$ cat src/rtl/alu_sequencer.sv
// alu_sequencer: multi-cycle controller that sequences the 16-bit ALU and the
// register file for one decoded instruction at a time, and issues PC-relative
// load requests to fetch for branch-class instructions.
//
// state  | meaning
// -------+--------------------------------------------------------------------
// IDLE   | ready for an instruction; reserved-class instructions dropped here
// READ   | rd/rs read from the register file, captured into the ALU inputs
// EXEC   | ALU evaluates the captured operands; result registered at cycle end
// WB     | registered ALU result written back to rd (suppressed for CMP)
// BRANCH | ALU evaluates the condition code; pc_load follows the ALU decision
module alu_sequencer #(
  parameter int         DATA_W  = 16,
  parameter int         RADDR_W = 3,
  parameter int         BOFF_W  = 10,
  // Must track the OP_CMP encoding of the ALU (cpu_data.v).
  parameter logic [3:0] OP_CMP  = 4'h7
) (
  input  logic               clk,
  input  logic               rst_n,
  input  logic               instr_valid,
  output logic               instr_ready,
  input  logic [15:0]        instr,
  output logic [RADDR_W-1:0] rf_raddr_a,
  output logic [RADDR_W-1:0] rf_raddr_b,
  input  logic [DATA_W-1:0]  rf_rdata_a,
  input  logic [DATA_W-1:0]  rf_rdata_b,
  output logic [DATA_W-1:0]  alu_value1,
  output logic [DATA_W-1:0]  alu_value2,
  output logic [3:0]         alu_operator,
  output logic               alu_single,
  input  logic [DATA_W-1:0]  alu_bus_out,
  input  logic               alu_check_branch,
  output logic               rf_we,
  output logic [RADDR_W-1:0] rf_waddr,
  output logic [DATA_W-1:0]  rf_wdata,
  output logic               pc_load,
  output logic [DATA_W-1:0]  pc_offset,
  output logic               busy,
  output logic               illegal
);

  localparam logic [2:0] S_IDLE   = 3'd0;
  localparam logic [2:0] S_READ   = 3'd1;
  localparam logic [2:0] S_EXEC   = 3'd2;
  localparam logic [2:0] S_WB     = 3'd3;
  localparam logic [2:0] S_BRANCH = 3'd4;

  localparam logic [1:0] CLS_DUAL   = 2'b00;
  localparam logic [1:0] CLS_SINGLE = 2'b01;
  localparam logic [1:0] CLS_BRANCH = 2'b10;

  logic [2:0]         state_q, state_d;
  logic [15:0]        instr_q, instr_d;
  logic [DATA_W-1:0]  alu_value1_q, alu_value1_d;
  logic [DATA_W-1:0]  alu_value2_q, alu_value2_d;
  logic [3:0]         alu_operator_q, alu_operator_d;
  logic               alu_single_q, alu_single_d;
  logic               illegal_q, illegal_d;

  logic [1:0]         cls_in;
  logic [1:0]         cls_q;
  logic [3:0]         opr_q;
  logic [RADDR_W-1:0] rd_q;
  logic [RADDR_W-1:0] rs_q;
  logic [DATA_W-1:0]  boff_sext;

  assign cls_in    = instr[15:14];
  assign cls_q     = instr_q[15:14];
  assign opr_q     = instr_q[13:10];
  assign rd_q      = instr_q[7 +: RADDR_W];
  assign rs_q      = instr_q[4 +: RADDR_W];
  assign boff_sext = {{(DATA_W-BOFF_W){instr_q[BOFF_W-1]}}, instr_q[BOFF_W-1:0]};

  // Next-state, instruction latch and ALU input registers.
  // The ALU inputs are registers so they hold their last value outside
  // EXEC/BRANCH; they are loaded on the edge that enters EXEC or BRANCH so the
  // ALU sees stable operands and operator for the whole cycle.
  always_comb begin
    state_d        = state_q;
    instr_d        = instr_q;
    alu_value1_d   = alu_value1_q;
    alu_value2_d   = alu_value2_q;
    alu_operator_d = alu_operator_q;
    alu_single_d   = alu_single_q;
    illegal_d      = 1'b0;
    case (state_q)
      S_IDLE: begin
        if (instr_valid) begin
          case (cls_in)
            CLS_DUAL, CLS_SINGLE: begin
              instr_d = instr;
              state_d = S_READ;
            end
            CLS_BRANCH: begin
              instr_d        = instr;
              alu_operator_d = instr[13:10];
              alu_single_d   = 1'b0;
              state_d        = S_BRANCH;
            end
            default: begin
              // Reserved class: dropped without touching any other state.
              illegal_d = 1'b1;
            end
          endcase
        end
      end
      S_READ: begin
        alu_value1_d   = rf_rdata_a;
        alu_value2_d   = (cls_q == CLS_SINGLE) ? '0 : rf_rdata_b;
        alu_operator_d = opr_q;
        alu_single_d   = (cls_q == CLS_SINGLE);
        state_d        = S_EXEC;
      end
      S_EXEC:   state_d = S_WB;
      S_WB:     state_d = S_IDLE;
      S_BRANCH: state_d = S_IDLE;
      default:  state_d = S_IDLE;
    endcase
  end

  // State and datapath registers with synchronous active-low reset.
  always_ff @(posedge clk) begin
    if (!rst_n) begin
      state_q        <= S_IDLE;
      instr_q        <= '0;
      alu_value1_q   <= '0;
      alu_value2_q   <= '0;
      alu_operator_q <= '0;
      alu_single_q   <= 1'b0;
      illegal_q      <= 1'b0;
    end else begin
      state_q        <= state_d;
      instr_q        <= instr_d;
      alu_value1_q   <= alu_value1_d;
      alu_value2_q   <= alu_value2_d;
      alu_operator_q <= alu_operator_d;
      alu_single_q   <= alu_single_d;
      illegal_q      <= illegal_d;
    end
  end

  // Per-state register-file and fetch strobes.
  // rf_we and pc_load are qualified with rst_n: a reset sampled on the same
  // edge as a WB or BRANCH cycle must not let the write or PC load escape.
  always_comb begin
    rf_raddr_a = '0;
    rf_raddr_b = '0;
    rf_we      = 1'b0;
    rf_waddr   = '0;
    rf_wdata   = '0;
    pc_load    = 1'b0;
    pc_offset  = '0;
    case (state_q)
      S_READ: begin
        rf_raddr_a = rd_q;
        rf_raddr_b = rs_q;
      end
      S_WB: begin
        rf_we    = rst_n && (opr_q != OP_CMP);
        rf_waddr = rd_q;
        rf_wdata = alu_bus_out;
      end
      S_BRANCH: begin
        pc_load   = rst_n && alu_check_branch;
        pc_offset = boff_sext;
      end
      default: ;
    endcase
  end

  assign instr_ready  = (state_q == S_IDLE);
  assign busy         = (state_q != S_IDLE);
  assign illegal      = illegal_q;
  assign alu_value1   = alu_value1_q;
  assign alu_value2   = alu_value2_q;
  assign alu_operator = alu_operator_q;
  assign alu_single   = alu_single_q;

endmodule

$ cat config.mk
export PLATFORM = sky130hd
export DESIGN_NAME = alu_sequencer
export DESIGN_NICKNAME = d
export VERILOG_FILES = /design/src/rtl/alu_sequencer.sv
export SDC_FILE = /design/constraint.sdc
export NUM_CORES = 1
export LEC_CHECK = 0
export CORE_ASPECT_RATIO = 1.2
export CORE_MARGIN = 2
export CORE_UTILIZATION = 40
export CTS_CLUSTER_SIZE = 14
export DETAILED_ROUTE_END_ITERATION = 12
export HOLD_SLACK_MARGIN = 0.1
export PLACE_DENSITY_LB_ADDON = 0.25
export SLEW_MARGIN = 20
export SYNTH_ARGS = -nofsm -noshare
export SYNTH_HDL_FRONTEND = slang
export SYNTH_SLANG_ARGS = --single-unit
export TNS_END_PERCENT = 20
$ cat constraint.sdc
create_clock -name clk -period 2.65 [get_ports clk]
set_clock_uncertainty 0.2 [all_clocks]
set_input_delay 0.265 -clock clk [delete_from_list [all_inputs] [get_ports clk]]
set_output_delay 0.265 -clock clk [all_outputs]
set_load 0.05 [all_outputs]
==> flow_metrics.env, run 1 <==
export IMPL_outcome="finished, final reports clean"
export IMPL_dpl_hpwl_um=5870
export IMPL_critPathMaxFanout=13
export IMPL_coreArea_um2=6050
export IMPL_grt_max_degree=43
export IMPL_die_width_um=76.5
export IMPL_die_area_um2=6960
export IMPL_rows=31
export IMPL_path_class="register to output pin"
export IMPL_setup_viol=0
export IMPL_clkTransAtPathRegs_ns=0.07
export IMPL_clk_latency_ns=0.34
export IMPL_worstSetupEndpointType="output pin"
export IMPL_p_comb_share_pct=21.7
export IMPL_p_int_mw=1.78
export IMPL_max_freq_mhz=402
export IMPL_synth_top_area_share_pct=45.2
export IMPL_yosysSeqAreaShare_pct=45.2
export IMPL_hold_class="register to register"
export IMPL_syn_area_um2=2520
export IMPL_area_growth_pct=76.8
export IMPL_grtUsageTotal_pct=22.9
export IMPL_setup_tns_ns=0
export IMPL_grt_pass1_vias=2619
export IMPL_cts_tree="done"
export IMPL_worst_ep_arrival_time_ns=2.02
export IMPL_post_drt_wl_per_cell_um=14.6
export IMPL_slew_headroom_pct=54.0
export IMPL_cts_repair_resized=0
export IMPL_drv_cap=0
export IMPL_cts_root_buffer="clkbuf_8"
export IMPL_swShare_pct=28.0
export IMPL_avgSynthCellArea_um2=7.88
export IMPL_met2_usage_pct=40.9
export IMPL_cts_setup_buffers=0
export IMPL_final_cells=542
export IMPL_route_detailed_drc=0
export IMPL_cp_data_required_time_ns=2.18
export IMPL_cts_sinks=57
export IMPL_yosysUniqueCellTypes=29
export IMPL_netlist_instances=320
export IMPL_period_share_pct=93.9
export IMPL_final_cell_area_um2=4460
export IMPL_dpl_cell_count=526
export IMPL_worstMarginPinSlew_ns=0.690
export IMPL_ys_warn_count=0
export IMPL_overflow=0
export IMPL_switchingPower_uw=693
export IMPL_pwr_share_clk_pct=40.2
export IMPL_fin_nets=523
export IMPL_ios=151
export IMPL_synth_area_leader_cell="dfxtp_1"
export IMPL_p_per_area_nw_per_um2=555
export IMPL_io_buffer_count=150
export IMPL_diodes=0
export IMPL_top_usage_layer="met2"
export IMPL_final_cell_mix="clkdlybuf4s50_1 (106), dfxtp_1 (56), nand2_1 (53)"
export IMPL_numCtsBuffers=9
export IMPL_post_route_util_pct=73.7
export IMPL_mostFrequentLayoutCell="clkdlybuf4s50_1"
export IMPL_drive_above_1_share_pct=17.0
export IMPL_rsz0062_at_grt="no"
export IMPL_grt_pass1_wl_um=12700
export IMPL_grtUsageMet3_pct=10.1
export IMPL_dpl_cell_area_um2=4210
export IMPL_die_h_um=91.0
export IMPL_finalHoldViolations=0
export IMPL_ys_top_cells_by_area="dfxtp_1 (45%), a21oi_1 (10%), and2_1 (8.9%)"
export IMPL_initial_core_util_pct=41.7
export IMPL_met1_usage_pct=24.0
export IMPL_slew_viol_final=0
export IMPL_antenna_found_initial=0
export IMPL_viasPerCell=4.98
export IMPL_fill_cells=458
export IMPL_drt_total_wl_um=7900
export IMPL_min_period_ns=2.49
export IMPL_routabilityCongestion=0.844
export IMPL_first_iter_violations=92
export IMPL_ant_nets=0
export IMPL_htreeDepth=3
export IMPL_ys_seq_elements=57
export IMPL_sequentialPowerShare_pct=38.1
export IMPL_num_vias=2699
export IMPL_critPathLaunchType="register"
export IMPL_syn_nets=388
export IMPL_power_leakage_nw=1.70
export IMPL_clock_path_buffers=2
export IMPL_postCtsHoldBufs=0
export IMPL_dr_pass1_iters=4
export IMPL_vdd_ir_drop_worst_mv=0.459
==> layer usage <==
metal	vias up	routed length, um
li1	1347	-
met1	1217	3020
met2	128	4050
met3	7	743
met4	0	85
met5	-	0
==> cells in the mapped netlist <==
cell and instances:
o221a_2 4, o21bai_1 1, and3_1 3, nor3_1 4, a31o_2 1, and3b_1 2, nor3b_1 2, and2_1 36
nand4b_1 1, xnor2_1 1, buf_4 7, buf_2 9, or3b_2 1, inv_2 1, clkbuf_1 16, nand2b_1 6
o21ai_0 11, or4b_1 1, nor4b_2 1, or2_2 1, o21ai_1 8, nand2_1 53, nor2_1 2, dfxtp_1 57
inv_1 2, a21oi_1 52, nand3_1 35, buf_6 1, o221a_1 1
==> critical path, stage by stage (launching register included) <==
cell             delay [ns]
dfxtp_1                0.43
nor3_2                 0.45
inv_1                  0.08
clkdlybuf4s50_1        0.72
==> area by class of cell <==
| type | count | area [um2] | area share (%) |
|---|---|---|---|
| tap | 82 | 103 | 2.30 |
| sequential | 57 | 1140 | 25.6 |
| inverter | 3 | 11.3 | 0.253 |
| timing repair buffer | 157 | 1750 | 39.2 |
| multi-input combinational | 227 | 1210 | 27.2 |
| clock inverter | 6 | 105 | 2.36 |
| clock buffer | 10 | 138 | 3.09 |
==> metrics by stage <==
step	power [mW]	hold slack [ns]	setup slack, ns
after global routing	2.58	0.260	0.0863
after detailed placement	1.50	0.246	0.454
after floorplan	1.27	0.201	0.289
after global placement	1.49	0.237	0.484
after CTS	2.49	0.254	0.0764
final	2.47	0.253	0.161
==> power by group through the flow <==
stage,registers (mW),logic (mW),clock network [mW]
finish,0.943,0.536,0.994
global placement,0.959,0.529,0
CTS,0.943,0.538,1.01
global route,0.950,0.571,1.06
floorplan,1.06,0.209,0
detailed placement,0.962,0.536,0
==> worst paths after layout <==
kind	from	to	slack, ns	cells past startpoint
max reg2reg	state_q[1]	instr_q[6]	0.62	4
min reg2reg	alu_value2[15]	alu_value2[15]	0.25	2
max	state_q[2]	busy	0.16	3
min	alu_value2[15]	alu_value2[15]	0.25	2
==> sequential cells by signal, summed over array words and instances, names as in the netlist <==
signal and cells:
instr_q 16, alu_value2 16, alu_value1 16, alu_operator 4, alu_single 1, illegal 1
state_q 3
==> logic make-up after synthesis <==
kind of cell | Yosys count | synth area share, %
buffers and inverters | 36 | 7.14
XOR/XNOR | 1 | 0.347
AO/OA/AOI/OAI | 78 | 17.0
AND/OR/NAND/NOR | 148 | 30.3
flip-flops | 57 | 45.2
(Power assumes the default switching activity.)
==> run 2, diff against run 1 <==
--- a/config.mk
+++ b/config.mk
@@ -12,7 +12,6 @@
 export DETAILED_ROUTE_END_ITERATION = 12
 export HOLD_SLACK_MARGIN = 0.1
 export PLACE_DENSITY_LB_ADDON = 0.25
-export SLEW_MARGIN = 20
 export SYNTH_ARGS = -nofsm -noshare
 export SYNTH_HDL_FRONTEND = slang
 export SYNTH_SLANG_ARGS = --single-unit
==> results of run 2 <==
The final DEF is identical to that of run 1; final timing and power are the same.
